### src/rtl/frame_max_finder_if.sv
// Sample-in / result-out handshake bundle for frame_max_finder.
// Min-tracking outputs exist only when FRAME_MIN_TRACK_EN is defined.
interface frame_max_finder_if #(
  parameter int K  = 8,
  parameter int IW = 4
);
  logic          in_valid;
  logic          in_ready;
  logic [K-1:0]  in_data;
  logic          out_valid;
  logic          out_ready;
  logic [K-1:0]  out_max;
  logic [IW-1:0] out_idx;
`ifdef FRAME_MIN_TRACK_EN
  logic [K-1:0]  out_min;
  logic [IW-1:0] out_min_idx;

  modport slave (
    input  in_valid, in_data, out_ready,
    output in_ready, out_valid, out_max, out_idx,
    output out_min, out_min_idx
  );

  modport master (
    output in_valid, in_data, out_ready,
    input  in_ready, out_valid, out_max, out_idx,
    input  out_min, out_min_idx
  );
`else
  modport slave (
    input  in_valid, in_data, out_ready,
    output in_ready, out_valid, out_max, out_idx
  );

  modport master (
    output in_valid, in_data, out_ready,
    input  in_ready, out_valid, out_max, out_idx
  );
`endif
endinterface

### src/rtl/frame_max_finder.sv
// Per-frame max (and optional min, macro FRAME_MIN_TRACK_EN) finder.
// N samples in, one registered result out, held until accepted.
module frame_max_finder #(
  parameter int K  = 8,
  parameter int N  = 16,
  parameter int IW = 4
) (
  input  logic           clk,
  input  logic           reset,
  input  logic           flush,
  frame_max_finder_if.slave bus
);

  typedef enum logic {COLLECT, HOLD} state_t;

  state_t        r_state;
  logic [IW-1:0] r_count;
  logic [K-1:0]  r_max;
  logic [IW-1:0] r_idx;
  logic          r_out_valid;
  logic [K-1:0]  r_out_max;
  logic [IW-1:0] r_out_idx;

  logic          w_acc;
  logic          w_first;
  logic          w_last;
  logic          w_hs;
  logic          w_gt;
  logic [K-1:0]  w_nmax;
  logic [IW-1:0] w_nidx;

  assign bus.in_ready  = (r_state == COLLECT);
  assign bus.out_valid = r_out_valid;
  assign bus.out_max   = r_out_max;
  assign bus.out_idx   = r_out_idx;

  always_comb begin
    w_acc   = bus.in_valid && (r_state == COLLECT);
    w_first = (r_count == '0);
    w_last  = (r_count == IW'(N - 1));
    w_hs    = r_out_valid && bus.out_ready;
    // strict compare keeps the earliest index on ties
    w_gt    = w_first || (bus.in_data > r_max);
    w_nmax  = w_gt ? bus.in_data : r_max;
    w_nidx  = w_gt ? r_count : r_idx;
  end

`ifdef FRAME_MIN_TRACK_EN
  logic [K-1:0]  r_min;
  logic [IW-1:0] r_min_idx;
  logic [K-1:0]  r_out_min;
  logic [IW-1:0] r_out_min_idx;
  logic          w_lt;
  logic [K-1:0]  w_nmin;
  logic [IW-1:0] w_nmin_idx;

  assign bus.out_min     = r_out_min;
  assign bus.out_min_idx = r_out_min_idx;

  always_comb begin
    w_lt       = w_first || (bus.in_data < r_min);
    w_nmin     = w_lt ? bus.in_data : r_min;
    w_nmin_idx = w_lt ? r_count : r_min_idx;
  end

  always_ff @(posedge clk or posedge reset) begin
    if (reset) begin
      r_min         <= '0;
      r_min_idx     <= '0;
      r_out_min     <= '0;
      r_out_min_idx <= '0;
    end else if (flush) begin
      r_min         <= '0;
      r_min_idx     <= '0;
      r_out_min     <= '0;
      r_out_min_idx <= '0;
    end else begin
      unique case (r_state)
        COLLECT: begin
          if (w_acc) begin
            r_min     <= w_nmin;
            r_min_idx <= w_nmin_idx;
            if (w_last) begin
              r_out_min     <= w_nmin;
              r_out_min_idx <= w_nmin_idx;
            end
          end
        end
        HOLD: begin
          if (w_hs) begin
            r_out_min     <= '0;
            r_out_min_idx <= '0;
          end
        end
        default: ;
      endcase
    end
  end
`endif

  always_ff @(posedge clk or posedge reset) begin
    if (reset) begin
      r_state     <= COLLECT;
      r_count     <= '0;
      r_max       <= '0;
      r_idx       <= '0;
      r_out_valid <= 1'b0;
      r_out_max   <= '0;
      r_out_idx   <= '0;
    end else if (flush) begin
      r_state     <= COLLECT;
      r_count     <= '0;
      r_max       <= '0;
      r_idx       <= '0;
      r_out_valid <= 1'b0;
      r_out_max   <= '0;
      r_out_idx   <= '0;
    end else begin
      unique case (r_state)
        COLLECT: begin
          if (w_acc) begin
            r_max <= w_nmax;
            r_idx <= w_nidx;
            if (w_last) begin
              r_state     <= HOLD;
              r_count     <= '0;
              r_out_valid <= 1'b1;
              r_out_max   <= w_nmax;
              r_out_idx   <= w_nidx;
            end else begin
              r_count <= r_count + IW'(1);
            end
          end
        end
        HOLD: begin
          if (w_hs) begin
            r_state     <= COLLECT;
            r_count     <= '0;
            r_out_valid <= 1'b0;
            r_out_max   <= '0;
            r_out_idx   <= '0;
          end
        end
        default: r_state <= COLLECT;
      endcase
    end
  end

endmodule

### src/flat_wrapper.sv
// flat-port wrapper written by rule: the top's interface ports become plain ports
module frame_max_finder_flat 
#(
  parameter int K  = 8,
  parameter int N  = 16,
  parameter int IW = 4
)
  (clk, reset, flush, bus_in_valid, bus_in_data, bus_out_ready, bus_in_ready, bus_out_valid, bus_out_max, bus_out_idx);
  frame_max_finder_if #(.K(K), .IW(IW)) bus_i ();
  input  logic clk;
  input  logic reset;
  input  logic flush;
  input wire logic [$bits(bus_i.in_valid)-1:0] bus_in_valid;
  input wire logic [$bits(bus_i.in_data)-1:0] bus_in_data;
  input wire logic [$bits(bus_i.out_ready)-1:0] bus_out_ready;
  output wire logic [$bits(bus_i.in_ready)-1:0] bus_in_ready;
  output wire logic [$bits(bus_i.out_valid)-1:0] bus_out_valid;
  output wire logic [$bits(bus_i.out_max)-1:0] bus_out_max;
  output wire logic [$bits(bus_i.out_idx)-1:0] bus_out_idx;
  assign bus_i.in_valid = bus_in_valid;
  assign bus_i.in_data = bus_in_data;
  assign bus_i.out_ready = bus_out_ready;
  assign bus_in_ready = bus_i.in_ready;
  assign bus_out_valid = bus_i.out_valid;
  assign bus_out_max = bus_i.out_max;
  assign bus_out_idx = bus_i.out_idx;
  frame_max_finder #(.K(K), .N(N), .IW(IW)) u_core (.clk(clk), .reset(reset), .flush(flush), .bus(bus_i));
endmodule
### config.mk
export PLATFORM = sky130hd
export DESIGN_NAME = frame_max_finder_flat
export DESIGN_NICKNAME = d
export VERILOG_FILES = /design/src/rtl/frame_max_finder_if.sv /design/src/rtl/frame_max_finder.sv /design/src/flat_wrapper.sv
export SDC_FILE = /design/constraint.sdc
export NUM_CORES = 1
export LEC_CHECK = 0
export CORE_ASPECT_RATIO = 0.7
export CORE_MARGIN = 5
export CORE_UTILIZATION = 30
export CTS_CLUSTER_DIAMETER = 30
export DETAILED_ROUTE_END_ITERATION = 10
export PLACE_DENSITY = 0.5
export SLEW_MARGIN = 0
export SYNTH_ARGS = -nofsm -noshare
export SYNTH_HDL_FRONTEND = slang
export SYNTH_SLANG_ARGS = --single-unit
export TNS_END_PERCENT = 1
### constraint.sdc
create_clock -name clk -period 2.9 [get_ports clk]
set_clock_uncertainty 0.15 [all_clocks]
set_input_delay 0.725 -clock clk [delete_from_list [all_inputs] [get_ports clk]]
set_output_delay 0.725 -clock clk [all_outputs]
set_load 0.01 [all_outputs]
==> flow_metrics.py <==
metrics = {
    "outcome": {
        "status": "finished clean",
    },
    "critical_path": {
        "cp.arrival_ns": 2.60,
        "crit_required_ns": 2.90,
        "crit_path_start_kind": "input pin",
        "critPathCaptureType": "flop",
        "worstSetupPathType": "input pin to flop",
        "critPathMaxFanout": 10,
    },
    "yosys": {
        "syn_nets": 210,
        "synth.cell_area_um2": 1830,
        "synth_top_area_frac": 0.411,
        "synth.most_common_cell": "dfrtp_1",
        "synth-seq-area-share": 0.411,
        "synth_top_flop_cell": "dfrtp_1",
        "synth_seq_cells": 30,
        "synth.largest_area_cell": "dfrtp_1",
        "synth.avg_cell_area_um2": 9.78,
        "synth.distinct_cells": 42,
        "synth_common_cells": "30 x dfrtp_1, 27 x nand2_1, 13 x inv_1",
        "synth_edf_count": 0,
        "synth-warning-count": 0,
        "synthCells": 187,
        "async_flop_share": 1.00,
        "synth.area.top_cells": "dfrtp_1 41%, ha_1 6.8%, nand2_1 5.5%",
    },
    "power_and_ir_drop": {
        "power.density_nw_per_um2": 450,
        "p_leak_nw": 1.09,
        "ir_drop_mv": 0.237,
        "finalPower_mw": 1.07,
    },
    "sta": {
        "timing.fmax_mhz": 384,
        "worst_hold_slack_ns": 0.323,
        "tightest_slew_ns": 0.414,
        "slew_violations": 0,
        "hold_viol_final": 0,
        "finalSetupTns_ns": 0,
        "period_share": 0.899,
        "relSlewSlack": 0.724,
        "rsz0062_at_grt": "no",
        "fin_crit_ns": 2.61,
        "fin_ws_ns": 0.294,
        "setup_viol": 0,
    },
    "floorplan": {
        "dieHeight_um": 75.3,
        "core_um2": 5810,
        "rows": 23,
        "dieArea_um2": 7780,
        "initial_core_util": 0.314,
        "io_pins": 27,
        "die_w_um": 103,
    },
    "cts": {
        "tritoncts": "yes",
        "clk_latency_ns": 0.28,
        "postCtsSetupBuffers": 0,
        "hold_buffers": 0,
        "cts_resized": 0,
        "numCtsBuffers": 5,
        "clkTransAtPathRegs_ns": 0.07,
        "ctsHtreeMaxLevel": 2,
        "cts_sinks": 30,
        "cts_buffer_depth": 2,
        "clock-root-buffer": "clkbuf_8",
    },
    "drt": {
        "detail-route-antenna-nets": 0,
        "vias": 1477,
        "via_per_inst": 4.81,
        "post_drt_wl_per_cell_um": 14.3,
        "drtPass1Iterations": 4,
        "wl_mm": 4.38,
        "drtIter0Drc": 34,
        "drc": 0,
    },
    "placed_design": {
        "dpl.hpwl_mm": 3.16,
        "placed_cell_area_um2": 2270,
        "dp_cells": 299,
        "io_buffers": 26,
        "place_ws_ns": -0.0290,
        "place.gp.congestion": 0.830,
    },
    "finish": {
        "synthToLayoutAreaGrowth_pct": 30.0,
        "diodes": 0,
        "stdcell_count": 307,
        "final_area_um2": 2380,
        "fill_cells": 599,
        "drive_gt1_frac": 0.211,
        "fin_util": 0.409,
        "final_nets": 254,
    },
    "grt": {
        "grt_pass1_vias": 1429,
        "grt_pass1_wl_mm": 7.19,
        "antenna_found_initial": 0,
        "grt_overflow": 0,
        "grt_max_degree": 31,
        "grt.total_usage": 0.121,
    },
    "hold_path": {
        "holdCritPathClass": "flop to flop",
    },
    "run": {
        "cap_violations": 0,
    },
}
[worst max-delay path: stages]
cell	delay (ns)
clkdlybuf4s50_1	0.49
inv_1	0.05
ha_1	0.26
and4_1	0.22
and2b_1	0.21
o21a_1	0.16
nor2_4	0.34
o211ai_1	0.15
[area by class of cell]
class / count / area [µm²] / share of cell area
Timing Repair Buffer: 44 / 395 / 0.166
Sequential cell: 30 / 751 / 0.316
Clock inverter: 1 / 30.0 / 0.0126
Tap cell: 75 / 93.8 / 0.0395
Multi-Input combinational cell: 137 / 981 / 0.413
Clock buffer: 7 / 76.3 / 0.0321
Inverter: 13 / 48.8 / 0.0205
[logic make-up after synthesis]
group,Yosys count,synth area share
and+or+nand+nor,84,0.252
AOI/OAI and AO/OA,38,0.189
DFF,30,0.411
buffers and inverters,20,0.0527
adders and majority gates,10,0.0684
muxes,5,0.0274
[sequential cells by signal (all words and copies together) (netlist names)]
signal / flops
u_core.r_max: 8
u_core.r_count: 4
u_core.r_idx: 4
u_core.bus.out_valid: 1
u_core.bus.out_max: 8
u_core.r_state: 1
u_core.bus.out_idx: 4
[final timing paths]
path,end,cells after the start,startpoint,slack [ns]
max,u_core.bus.out_max[7]$_DFFE_PP0P_,8,bus_in_data[0],0.29
min,u_core.bus.out_idx[3]$_DFFE_PP0P_,2,u_core.bus.out_idx[3]$_DFFE_PP0P_,0.32
max reg2reg,u_core.bus.out_max[7]$_DFFE_PP0P_,7,u_core.r_max[3]$_DFFE_PP0P_,0.79
min reg2reg,u_core.bus.out_idx[3]$_DFFE_PP0P_,2,u_core.bus.out_idx[3]$_DFFE_PP0P_,0.32
max in group asynchronous,u_core.r_max[7]$_DFFE_PP0P_,3,reset,1.61
min in group asynchronous,u_core.bus.out_idx[3]$_DFFE_PP0P_,3,reset,0.68
[power by group]
group	internal (mW)	total, mW	switching, mW
logic	0.0872	0.202	0.115
clock network	0.257	0.415	0.158
registers	0.435	0.453	0.0177
total	0.779	1.07	0.291
[placed cells by master, fill, tap and decap left out, drive strengths merged]
master	netlist	final
a31o	1	1
a311oi	1	1
and3	3	3
clkdlybuf4s50	0	26
and2b	2	2
nor2b	2	2
nand4	10	10
nand3b	1	1
ha	10	10
o211ai	10	10
o21ai	6	6
a21oi	5	5
o311ai	2	2
mux2i	5	5
nand2	35	35
o211a	1	1
nand2b	13	13
bufinv	0	1
nand3	6	6
a32o	5	5
and4	2	2
o21a	1	1
nor3	1	1
o41ai	1	1
buf	5	18
and2	2	2
dfrtp	30	30
a21o	3	3
clkbuf	2	7
inv	13	13
nor2	7	7
o31ai	2	2
[routing by layer]
metal | global-route usage | vias up | share of wire
met5 | 0 | - | 0
met2 | 0.161 | 38 | 0.38
met1 | 0.189 | 677 | 0.54
li1 | - | 757 | -
met3 | 0.0329 | 5 | 0.063
met4 | 0.0345 | 0 | 0.0084
Power figures use the tool's default switching activity.
